--- config.mk ---
export PLATFORM = sky130hd
export DESIGN_NAME = pattern_scan_ctrl
export DESIGN_NICKNAME = d
export VERILOG_FILES = /design/src/rtl/pattern_scan_ctrl.sv
export SDC_FILE = /design/constraint.sdc
export NUM_CORES = 1
export LEC_CHECK = 0
export CORE_MARGIN = 5
export CORE_UTILIZATION = 57
export DETAILED_ROUTE_END_ITERATION = 16
export PLACE_DENSITY = 0.9
export REMOVE_ABC_BUFFERS = 1
export SLEW_MARGIN = 20
export SYNTH_ARGS = -nofsm -noshare
export SYNTH_HDL_FRONTEND = slang
export SYNTH_SLANG_ARGS = --single-unit
--- constraint.sdc ---
create_clock -name clk -period 5.05 [get_ports clk]
set_clock_uncertainty 0.2 [all_clocks]
set_input_delay 1.2625 -clock clk [delete_from_list [all_inputs] [get_ports clk]]
set_output_delay 1.2625 -clock clk [all_outputs]
set_load 0.02 [all_outputs]
--- src/rtl/pattern_scan_ctrl.sv ---
// Purpose: word-at-a-time controller around a serial Moore pattern detector.
// Latency: WIDTH cycles from accepted start to the one-cycle done pulse; hit/count lag each bit by 1 cycle.
// Backpressure: none; start is only honoured in IDLE and ignored while busy or done.
//
// Ports:
//   clk    - rising-edge clock
//   rst    - asynchronous active-low reset
//   start  - pass request, sampled in IDLE only
//   data   - WIDTH-bit word, scanned MSB first, captured on accept
//   pat    - PLEN-bit pattern, captured on accept
//   ovl    - 1 = overlapping matches, 0 = non-overlapping, captured on accept
//   busy   - high while bits are being shifted
//   done   - one-cycle pulse when the pass completes
//   hit    - Moore match output, decoded from registered state only
//   count  - matches in the current/last pass, held until the next accept
module pattern_scan_ctrl #(
    parameter int WIDTH = 16,
    parameter int PLEN  = 4,
    parameter int CW    = $clog2(WIDTH + 1)
) (
    input  logic             clk,
    input  logic             rst,
    input  logic             start,
    input  logic [WIDTH-1:0] data,
    input  logic [PLEN-1:0]  pat,
    input  logic             ovl,
    output logic             busy,
    output logic             done,
    output logic             hit,
    output logic [CW-1:0]    count
);

    localparam int            VW        = $clog2(PLEN + 1);
    localparam logic [VW-1:0] VFULL     = VW'(PLEN);
    localparam logic [CW-1:0] BITS_LAST = CW'(WIDTH - 1);
    localparam logic [CW-1:0] CNT_MAX   = '1;

    typedef enum logic [1:0] {
        IDLE,
        SHIFT,
        DONE
    } state_t;

    state_t           state;
    logic [WIDTH-1:0] shreg;
    logic [PLEN-1:0]  hist;
    logic [PLEN-1:0]  pat_q;
    logic             ovl_q;
    logic [VW-1:0]    vcnt;    // number of valid history bits, saturating at PLEN
    logic [CW-1:0]    bitcnt;

    logic [PLEN-1:0]  hist_nxt;
    logic [VW-1:0]    vcnt_nxt;
    logic             hit_nxt;

    // A match needs a full window of bits collected since the pass began
    // (or, in non-overlapping mode, since the previous match).
    assign hit = (hist == pat_q) && (vcnt == VFULL);

    // Look-ahead of the detector so count can move on the same edge that
    // raises hit, keeping both aligned to the same bit.
    always_comb begin
        hist_nxt = {hist[PLEN-2:0], shreg[WIDTH-1]};
        if (!ovl_q && hit) begin
            // The incoming bit is the first bit of a fresh window.
            vcnt_nxt = VW'(1);
        end else if (vcnt == VFULL) begin
            vcnt_nxt = VFULL;
        end else begin
            vcnt_nxt = vcnt + VW'(1);
        end
        hit_nxt = (hist_nxt == pat_q) && (vcnt_nxt == VFULL);
    end

    always_ff @(posedge clk or negedge rst) begin
        if (!rst) begin
            state  <= IDLE;
            busy   <= 1'b0;
            done   <= 1'b0;
            shreg  <= '0;
            hist   <= '0;
            pat_q  <= '0;
            ovl_q  <= 1'b0;
            vcnt   <= '0;
            bitcnt <= '0;
            count  <= '0;
        end else begin
            case (state)
                IDLE: begin
                    if (start) begin
                        state  <= SHIFT;
                        busy   <= 1'b1;
                        shreg  <= data;
                        pat_q  <= pat;
                        ovl_q  <= ovl;
                        hist   <= '0;
                        vcnt   <= '0;
                        bitcnt <= '0;
                        count  <= '0;
                    end
                end
                SHIFT: begin
                    hist   <= hist_nxt;
                    shreg  <= {shreg[WIDTH-2:0], 1'b0};
                    vcnt   <= vcnt_nxt;
                    bitcnt <= bitcnt + CW'(1);
                    if (hit_nxt && (count != CNT_MAX)) begin
                        count <= count + CW'(1);
                    end
                    if (bitcnt == BITS_LAST) begin
                        state <= DONE;
                        busy  <= 1'b0;
                        done  <= 1'b1;
                    end
                end
                DONE: begin
                    // hist/vcnt are left alone so hit holds its final value.
                    state <= IDLE;
                    done  <= 1'b0;
                end
                default: begin
                    state <= IDLE;
                    busy  <= 1'b0;
                    done  <= 1'b0;
                end
            endcase
        end
    end

endmodule

Word level (Yosys, flattened, before mapping)
Index checks and enable logic that the tools add are counted.

Word-level logic and storage cells: 59. Flip-flop bits (word level): 42.

Add/subtract/negate cells: 3. Multiplexer cells: 20. Equality and inequality tests: 11. Bitwise logic cells: 2. Reductions and logical operators: 13.

Operators by type and width (number): $pmux 16 s2 (1); $pmux 5 s2 (2); $mux 16 (1); $add 5x1->5 const B (2); $mux 5 (2); $mux 3 (3); $eq 4x4->1 (2); $pmux 4 s2 (1); $reduce_and 2->1 (4); $eq 3x3->1 const B (2); $ne 2x2->1 const B (3); $pmux 3 s2 (1); $reduce_and 3->1 (2); $eq 5x4->1 const B (1); $ne 5x5->1 const B (1); $logic_and 1x1->1 (4); $mux 2 (2); $mux 4 (1); $pmux 2 s2 (1); $add 3x1->3 const B (1); $mux 1 (3); $pmux 1 s3 (1); $eq 2x1->1 const B (1); $eq 2x2->1 const B (1); other kinds (5) (6).

Logic depth before layout (Yosys ltp)
Depth in word-level cells: 9. Gate-level depth with buffers: 9.

Least setup slack after synthesis
Ideal clock, no wire load.

Path type: flip-flop to output port. Start point: reg hist[1]. End point: out hit. Cell stages (with the launch flop): 4. Path buffers: 0. Slack: 2.287 ns. Data required time: 3.588 ns. Arrival time: 1.300 ns. Cell sequence: dfrtp_1 xor2_1 nor4_1 nor2b_1.

Cells in the longest elaborated chain, start to end: 2.

RTL lines: from (decl) (line 46) `logic [PLEN-1:0] hist;`; from (signal assigned) (line 103) `hist <= hist_nxt;`; $eq 4x4->1 (line 58) `assign hit = (hist == pat_q) && (vcnt == VFULL);`; $logic_and 1x1->1 (line 58); to (decl) (line 29) `output logic hit,`.

No other way between the ends.

Worst setup path in the final report
Same ends and word-level chain as after synthesis.

==> reports/qor.yml <==
holdPathStages: 2
rows: 21
wirelength_um: 4300
finalPower_mw: 1.32
min_from: "bitcnt[4]$_DFFE_PN0P_"
maxSlewViolCount: 0
synth-compound-area-share_pct: 21.0
grt_overflow_total: 0
tritoncts: "yes"
die_h_um: 69.6
min_period_ns: 3.81
placed_cells_incl_taps: 279
setup_viol: 0
p_clk_share_pct: 11.5
yosysMostFrequentCell: "dfrtp_1"
timing.max_cap.violations: 0
via_count: 1651
clock_latency_ns: 0.35
ctsResizeCount: 0
pwr-share-comb_pct: 41.1
area_growth_pct: 19.0
worst_ep_required_time_ns: 3.59
syn_area_mm2: 0.00202
final-hold-violation-count: 0
yosysSeqAreaShare_pct: 51.9
hp-class: "reg2reg"
die_w_um: 69.6
initial_core_util_pct: 59.7
syn_area_per_cell_um2: 9.69
p_leak_nw: 1.08
io_buffers: 31
hold_ws_ns: 0.295
gp_congestion: 0.821
p_per_area_mw_per_mm2: 549
preCtsSetupSlack_ns: 1.34
rr_startpoint: "count[0]$_DFFE_PN0P_"
synth.area.top_cells: "dfrtp_1, o21ai_0, nand2_1"
grt_pass1_vias: 1628
internal_power_mw: 0.794
fmax_mhz: 262
cts_hold_buf: 0
dieArea_mm2: 0.00484
grt_use_total_pct: 19.6
drcViolationCount: 0
drive_above_1_share_pct: 5.00
post-route-period-util_pct: 75.4
grt_max_degree: 43
yosys.area_share.adder_pct: 3.71
synth_area_leader_cell: "dfrtp_1"
fin_ws_ns: 1.24
core_area_mm2: 0.00339
status: "completed"
clock_sinks: 42
ioPinCount: 32
min_delay_worst_endpoint: "bitcnt[4]$_DFFE_PN0P_"
synthDominantCellAreaShare_pct: 51.9
clockBufferDepth: 2
post_cts_buffers: 0
share_seq_of_total_power_pct: 47.4
worstRegToRegCells: 9
post_dp_cell_area_mm2: 0.00236
synthXorXnorAreaFrac_pct: 2.16
yosys.area_share.simple_pct: 17.2
numCtsBuffers: 5
antenna_left: 0
yosys_warnings: 0
root_buffer: "clkbuf_4"
rsz0062_at_grt: "no"
p_sw_share_pct: 40.0
timing.setup.critical_path_class: "reg2out"
antenna_found_initial: 0
syn_inst: 209
drt_pass1_iterations: 4
synth_ff_type: "dfrtp_1"
path_clk_slew_ns: 0.11
wl_per_cell_um: 15.0
htree_levels: 2
fin_tns_setup_ns: 0
stdcell_count: 286
switchingPower_mw: 0.530
start_kind: "register"
relSlewSlack_pct: 39.9
antenna_cells: 0
dp_hpwl_um: 3050
fin_area_mm2: 0.00241
viasPerCell: 5.77
final_core_util_pct: 71.1
netlist_top_cells_count: "dfrtp_1, nand2_1, o21ai_0, a22oi_1, nor2b_1"
ys_types: 31
critical_path.endpoint_type: "primary output"
synthMuxAreaShare_pct: 0.494
layout.nets: 270
synth-async-reset-ratio_pct: 100
synth_top_family_by_area: "compound AO/OA/AOI/OAI gates"
rr_endpoint: "count[3]$_DFFE_PN0P_"
cp_max_fo: 4
grt_pass1_wl_um: 7560
drt_iter0_drc: 138
arrival_ns: 2.35
ys_ff_latch: 42
ir_worst_vdd_uv: 323
synth-edff-count: 0
tightest_slew_ns: 0.901
rrSetupSlack_ns: 2.44
[area by class of cell]
class	count	area (um^2)
Multi-Input combinational cell	150	902
Fill cell	244	980
Tap cell	46	57.6
Sequential cell	42	1050
Inverter	7	26.3
Timing Repair Buffer	34	328
Clock buffer	7	45.0
[power by group through the flow]
stage | combinational [mW] | clock (mW) | sequential [mW]
2_1_floorplan | 0.354 | 0 | 0.619
5_1_grt | 0.614 | 0.173 | 0.653
3_5_place_dp | 0.547 | 0 | 0.632
4_1_cts | 0.549 | 0.159 | 0.624
3_3_place_gp | 0.523 | 0 | 0.624
6_report | 0.544 | 0.153 | 0.627
[cells in the final DEF, fill, tap and decap left out, types with 2 or more instances in the layout]
master,instances
a21o_1,3
a21oi_1,10
a22o_1,6
a22oi_1,16
and3_1,2
buf_4,3
clkbuf_1,2
clkbuf_4,5
clkdlybuf4s50_1,30
dfrtp_1,42
ha_1,6
inv_1,7
nand2_1,33
nand2b_1,4
nand3_1,4
nand3b_1,2
nor2_1,5
nor2b_1,13
o21ai_0,28
xor2_1,5
[worst max-delay path: stages, from the launching register on]
cell and delay [ns]:
dfrtp_1 0.44, xor2_1 0.18, nor4_1 0.55, nor2b_1 0.22, clkdlybuf4s50_1 0.61
[registers in the layout, summed over array words and instances (netlist names)]
| register | count |
|---|---|
| hist | 4 |
| count | 5 |
| pat_q | 4 |
| bitcnt | 5 |
| vcnt | 3 |
| state | 2 |
| ovl_q | 1 |
| shreg | 16 |
| done | 1 |
| busy | 1 |
[cells by family (layout without fill, tap and decap cells)]
kind of cell | after synthesis | count (layout)
compound gates | 68 | 68
xor+xnor | 5 | 5
fa+ha+maj | 6 | 6
buf+inv | 17 | 48
flops | 42 | 42
mux | 1 | 1
simple gates | 70 | 70
[metal layers]
| layer | vias to the layer above | global-route usage, % | part of all wire, % |
|---|---|---|---|
| met5 | - | 0 | 0 |
| met4 | 0 | 11.3 | 2.5 |
| met3 | 9 | 4.06 | 3.6 |
| met2 | 38 | 30.0 | 49 |
| met1 | 804 | 25.6 | 45 |
| li1 | 800 | - | - |
[worst max path at each step]
stage | cells after the start | slack [ns] | start | to
final | 4 | 1.24 | hist[1]$_DFFE_PN0P_ | hit
after global routing | 4 | 1.04 | hist[1]$_DFFE_PN0P_ | hit
after CTS | 4 | 1.22 | hist[1]$_DFFE_PN0P_ | hit
after detailed placement | 6 | 1.34 | start | count[3]$_DFFE_PN0P_
after global placement | 6 | 1.40 | start | count[3]$_DFFE_PN0P_
after floorplan | 5 | 1.96 | start | count[3]$_DFFE_PN0P_
(Power assumes the default switching activity.)
